--- src/rtl/servo_slew_ctrl.sv ---
// -----------------------------------------------------------------------------
// servo_slew_ctrl
//
// Command stage in front of the servo PWM generator. Target pulse widths come
// in over a valid/ready handshake, are clamped into the safe servo window, and
// duty_out ramps toward the target by at most STEP counts per PWM frame.
// duty_out only changes on the edge that closes a frame_tick cycle, so the
// PWM generator never sees a width change in the middle of a period.
//
// Ports
//   clk         system clock (50 kHz)
//   rst         synchronous, active-high reset
//   cmd_valid   command present
//   cmd_duty    requested duty count (unsigned, 10 bits)
//   cmd_ready   block can accept a command (registered, low in reset)
//   duty_out    duty count to the PWM generator (registered)
//   moving      high while duty_out differs from the target
//   arrived     one-cycle pulse after a move completes
//   clamped     one-cycle pulse after an out-of-range command was accepted
//   frame_tick  one-cycle pulse on the last clock of each frame
// -----------------------------------------------------------------------------
module servo_slew_ctrl #(
    parameter int FRAME_TICKS = 1000,
    parameter int MIN_DUTY    = 50,
    parameter int MAX_DUTY    = 100,
    parameter int INIT_DUTY   = 75,
    parameter int STEP        = 1
) (
    input  logic       clk,
    input  logic       rst,
    input  logic       cmd_valid,
    input  logic [9:0] cmd_duty,
    output logic       cmd_ready,
    output logic [9:0] duty_out,
    output logic       moving,
    output logic       arrived,
    output logic       clamped,
    output logic       frame_tick
);

    typedef enum logic [0:0] {
        ST_IDLE   = 1'b0,
        ST_MOVING = 1'b1
    } state_t;

    localparam logic [9:0]  MIN_D     = 10'(MIN_DUTY);
    localparam logic [9:0]  MAX_D     = 10'(MAX_DUTY);
    localparam logic [9:0]  INIT_D    = 10'(INIT_DUTY);
    localparam logic [10:0] STEP_W    = 11'(STEP);
    // 10 bits cover every legal frame length up to 1024 clocks.
    localparam logic [9:0]  FCNT_LAST = 10'(FRAME_TICKS - 1);

    // Clamp a requested duty into [MIN_D, MAX_D].
    function automatic logic [9:0] clamp_duty(input logic [9:0] d);
        logic [9:0] r;
        if (d < MIN_D) begin
            r = MIN_D;
        end else if (d > MAX_D) begin
            r = MAX_D;
        end else begin
            r = d;
        end
        return r;
    endfunction

    // True when a requested duty lies outside the safe window.
    function automatic logic out_of_range(input logic [9:0] d);
        return (d < MIN_D) || (d > MAX_D);
    endfunction

    logic [9:0]  fcnt_r;
    state_t      state_r;
    state_t      state_nxt_s;
    logic [9:0]  target_r;
    logic [9:0]  target_nxt_s;
    logic [9:0]  duty_r;
    logic [9:0]  duty_nxt_s;
    logic [9:0]  stepped_s;
    logic [10:0] diff_up_s;
    logic [10:0] diff_dn_s;
    logic [10:0] step_amt_s;
    logic        arrived_r;
    logic        arrived_nxt_s;
    logic        clamped_r;
    logic        clamped_nxt_s;
    logic        cmd_ready_r;
    logic        accept_s;
    logic        frame_tick_s;

    // Frame counter: 0 .. FRAME_TICKS-1, then wrap.
    always_ff @(posedge clk) begin
        if (rst) begin
            fcnt_r <= 10'd0;
        end else if (fcnt_r == FCNT_LAST) begin
            fcnt_r <= 10'd0;
        end else begin
            fcnt_r <= fcnt_r + 10'd1;
        end
    end

    assign frame_tick_s = (fcnt_r == FCNT_LAST);
    assign accept_s     = cmd_valid && cmd_ready_r;

    // One frame's worth of slew toward the current (old) target; the
    // differences are 11 bits wide so neither direction can wrap.
    always_comb begin
        diff_up_s  = {1'b0, target_r} - {1'b0, duty_r};
        diff_dn_s  = {1'b0, duty_r} - {1'b0, target_r};
        step_amt_s = 11'd0;
        stepped_s  = duty_r;
        if (duty_r < target_r) begin
            step_amt_s = (diff_up_s < STEP_W) ? diff_up_s : STEP_W;
            stepped_s  = duty_r + step_amt_s[9:0];
        end else if (duty_r > target_r) begin
            step_amt_s = (diff_dn_s < STEP_W) ? diff_dn_s : STEP_W;
            stepped_s  = duty_r - step_amt_s[9:0];
        end else begin
            step_amt_s = 11'd0;
            stepped_s  = duty_r;
        end
    end

    // Next-state, target, duty and pulse decode.
    always_comb begin
        state_nxt_s   = state_r;
        target_nxt_s  = target_r;
        duty_nxt_s    = duty_r;
        arrived_nxt_s = 1'b0;
        clamped_nxt_s = 1'b0;

        if ((state_r == ST_MOVING) && frame_tick_s) begin
            duty_nxt_s = stepped_s;
        end else begin
            duty_nxt_s = duty_r;
        end

        if (accept_s) begin
            target_nxt_s  = clamp_duty(cmd_duty);
            clamped_nxt_s = out_of_range(cmd_duty);
        end else begin
            target_nxt_s  = target_r;
            clamped_nxt_s = 1'b0;
        end

        case (state_r)
            ST_IDLE: begin
                // An accepted target equal to duty_out leaves us idle silently.
                if (accept_s && (target_nxt_s != duty_r)) begin
                    state_nxt_s = ST_MOVING;
                end else begin
                    state_nxt_s = ST_IDLE;
                end
            end
            ST_MOVING: begin
                // Compare against the post-step duty so a retarget landing on
                // the value reached this edge still completes the move.
                if (duty_nxt_s == target_nxt_s) begin
                    state_nxt_s   = ST_IDLE;
                    arrived_nxt_s = 1'b1;
                end else begin
                    state_nxt_s   = ST_MOVING;
                end
            end
            default: begin
                state_nxt_s = ST_IDLE;
            end
        endcase
    end

    // Control and datapath registers.
    always_ff @(posedge clk) begin
        if (rst) begin
            state_r     <= ST_IDLE;
            target_r    <= INIT_D;
            duty_r      <= INIT_D;
            arrived_r   <= 1'b0;
            clamped_r   <= 1'b0;
            cmd_ready_r <= 1'b0;
        end else begin
            state_r     <= state_nxt_s;
            target_r    <= target_nxt_s;
            duty_r      <= duty_nxt_s;
            arrived_r   <= arrived_nxt_s;
            clamped_r   <= clamped_nxt_s;
            cmd_ready_r <= 1'b1;
        end
    end

    assign cmd_ready  = cmd_ready_r;
    assign duty_out   = duty_r;
    assign moving     = (state_r == ST_MOVING);
    assign arrived    = arrived_r;
    assign clamped    = clamped_r;
    assign frame_tick = frame_tick_s;

endmodule

--- config.mk ---
export PLATFORM = sky130hd
export DESIGN_NAME = servo_slew_ctrl
export DESIGN_NICKNAME = d
export VERILOG_FILES = /design/src/rtl/servo_slew_ctrl.sv
export SDC_FILE = /design/constraint.sdc
export NUM_CORES = 1
export LEC_CHECK = 0
export BUFFER_PORTS_ARGS = -buffer_cell sky130_fd_sc_hd__buf_2
export CORE_ASPECT_RATIO = 1.75
export CORE_UTILIZATION = 60
export DETAILED_ROUTE_END_ITERATION = 16
export GPL_TIMING_DRIVEN = 0
export PLACE_DENSITY_LB_ADDON = 0.1
export SLEW_MARGIN = 20
export SYNTH_ARGS = -nofsm -noshare
export SYNTH_HDL_FRONTEND = slang
export SYNTH_SLANG_ARGS = --single-unit
export TNS_END_PERCENT = 1
--- constraint.sdc ---
create_clock -name clk -period 6.8 [get_ports clk]
set_input_delay 0.68 -clock clk [delete_from_list [all_inputs] [get_ports clk]]
set_output_delay 0.68 -clock clk [all_outputs]
set_load 0.03 [all_outputs]
==> flow_summary.ini <==
[synthesis]
synth_xor_area_frac = 0.07865
synth_top_area_share = 0.1698
yosysSeqAreaShare = 0.1698
synthAdderAreaFrac = 0.1386
ys_async_sr_fraction = 0
yosys.area.top_type = dfxtp_1
synthTopCellsByCount = nor2_1 (59), a21oi_1 (40), ha_1 (38), nand2_1 (38), dfxtp_1 (34)
synth_compound_area_frac = 0.2797
syn-cell-area_mm2 = 0.004009
synth_top_family_by_area = compound AO/OA/AOI/OAI gates
ys_ff_latch = 34
synthDistinctLibCells = 78
synth_edf_count = 0
ys_warn_count = 0
yosysMostFrequentCell = nor2_1
synthFlopType = dfxtp_1
avgSynthCellArea_um2 = 7.507
ys_top_cells_by_area = dfxtp_1 (17%), ha_1 (12%), nor2_1 (5.5%)
syn_inst = 534
synthMuxAreaShare = 0.01998
synthSimpleGateAreaFrac = 0.2578

[route]
wl_per_cell_um = 19.26
via_per_inst = 6.457
routed_wl_um = 12870
drt_iter0_markers = 255
vias = 4313
first_pass_iters = 4
drc = 0
ant_nets = 0

[sta]
maxSlewHeadroom = 0.3876
timing.final.crit_share = 0.9404
worstMarginPinSlew_ns = 0.8955
skew_ns = 0.008469
finalSetupViolations = 0
period_needed_ns = 6.395
drv_slew = 0
rsz0062_at_grt = no
finalHoldViolations = 0
setup_tns_ns = 0
max_freq_mhz = 156.4

[setup_path]
r2r_setup_slack_ns = 0.41
arrival_ns = 6.56
cp_max_fo = 10
critical_path_class = flip-flop to flip-flop
cp-start-kind = flip-flop
required_ns = 6.97
crit_path_max_incr_delay_ns = 0.62
crit_path_end_kind = flip-flop
crit_slowest_cell = dfxtp_1
critical_path.cell_chain = inv_1, ha_1, buf_2, a21oi_1, o2111ai_1, a211o_1, nor4_1, o211ai_1, nor3_2, nor2_1, fa_1, a21o_1, a221oi_1, xnor2_1, nor3_1, a31o_2, a2bb2oi_1, xnor2_1, nor2_1, o2111a_1, nand4_1, o221a_1

[global_route]
gr-total-overflow = 0
antenna_found_initial = 0
grt_pass1_vias = 4149
grt_use_total = 0.3779
grt_max_degree = 13
grt_first_pass_wirelength_um = 20240

[clock_tree]
root_buffer = clkbuf_16
worstSkewPairLatency_ns = 0.28
cts_buffer_depth = 2
cts_tree = done
clk_pin_slew_worst_paths_ns = 0.05
postCtsSetupBuffers = 0
ctsHtreeMaxLevel = 2
cts_hold_buf = 0
cts_buffers = 5
cts_num_sinks = 34
cts_resized = 0

[die]
die-area_mm2 = 0.007025
chipWidth_um = 63.79
ioPinCount = 28
initial_core_util = 0.6177
rows = 39
fp.coreArea_mm2 = 0.006490
die_h_um = 110.1

[finish]
fin_nets = 640
areaGrowthSynthToFinish_pct = 11.77
num_antenna_cells = 0
layout.cells.non_filler = 668
fin_area_mm2 = 0.004481
layout-drive-gt1-share = 0.1160

[status]
status = finished, final reports clean

[hold_path]
min_path_type = flip-flop to flip-flop

[power]
p_leak_nw = 1.993
irDropWorstVdd_uv = 153.5
power.density_mw_per_mm2 = 150.2

[placed_design]
dp_hpwl_um = 10190
place.gp.congestion = 1.060
port_buffers = 27
post-place-cells = 660
dpl_cell_area_mm2 = 0.004310

[run]
cap_violations = 0
routing by layer:
metal / track usage / share of wire
met1: 0.3634 / 0.35
met2: 0.7029 / 0.52
met3: 0.05350 / 0.047
met4: 0.3117 / 0.081
met5: 0 / 0
worst max-delay path, delay by kind of cell, from the launching register on:
family	cells	cell delay, ns
AO/OA/AOI/OAI	10	3.03
XOR/XNOR	2	0.32
adder cells (fa/ha/maj)	2	0.74
buffers and inverters	2	0.29
flip-flops	1	0.62
AND/OR/NAND/NOR	6	1.28
worst paths after layout:
| check | startpoint | endpoint | depth (start not counted) |
|---|---|---|---|
| hold reg to reg | fcnt_r[0] | fcnt_r[0] | 1 |
| setup / recovery | duty_out[5] | moving | 22 |
| setup reg to reg | duty_out[5] | moving | 22 |
| hold / removal | fcnt_r[0] | fcnt_r[0] | 1 |
flip-flops by register name, summed over array words and instances (netlist names):
signal     cells
duty_out      10
moving         1
cmd_ready      1
clamped        1
fcnt_r        10
target_r      10
arrived        1
layout make-up:
class | count | area [um^2]
Clock inverter | 3 | 45.04
Multi-Input combinational cell | 469 | 3177
Clock buffer | 5 | 125.1
Buffer | 17 | 98.84
Fill cell | 609 | 2009
Sequential cell | 34 | 680.7
Tap cell | 82 | 102.6
Timing Repair Buffer | 27 | 135.1
Inverter | 31 | 116.4
cell families after synthesis:
family | Yosys count
compound gates | 157
simple gates | 207
fa+ha+maj | 42
xor+xnor | 36
buf+inv | 48
flops | 34
other cells | 2
mux | 8
stage by stage:
stage          worst slack (ns)    util  hold WS (ns)  total power, mW
6_report                 0.4052  0.6904        0.4432           0.6729
5_1_grt                  0.1257  0.6904        0.4804           0.7010
4_1_cts                  0.7202  0.6904        0.4486           0.6663
3_5_place_dp             0.7371  0.6642        0.4404           0.4077
3_3_place_gp             0.7763  0.6642        0.4290           0.4044
2_1_floorplan             1.927       -        0.4175           0.3599
cells in the final DEF (no fill, tap or decap), drive strengths merged, types with 3 or more instances in the layout:
cell type | Yosys | final
nor2 | 61 | 61
a21oi | 40 | 40
nand2 | 39 | 39
ha | 38 | 38
buf | 11 | 38
dfxtp | 34 | 34
inv | 31 | 31
o21ai | 28 | 28
nand3 | 23 | 23
nor3 | 23 | 23
xnor2 | 20 | 20
conb | 2 | 19
xor2 | 16 | 16
a21o | 13 | 13
a211oi | 11 | 11
clkbuf | 6 | 11
o22ai | 9 | 9
nand2b | 8 | 8
mux2i | 8 | 8
or3 | 8 | 8
and2 | 7 | 7
nor4 | 6 | 6
nand4 | 6 | 6
or2 | 6 | 6
o21a | 5 | 5
and3 | 5 | 5
o31ai | 4 | 4
nor2b | 4 | 4
a211o | 4 | 4
a31oi | 4 | 4
fa | 4 | 4
a2111oi | 4 | 4
a221oi | 4 | 4
o211ai | 4 | 4
o2111ai | 3 | 3
a31o | 3 | 3
report_power, final:
group | switching, mW | internal (mW)
Clock | 0.0885 | 0.173
Sequential | 0.00509 | 0.204
Combinational | 0.124 | 0.0779
(Power assumes the default switching activity.)
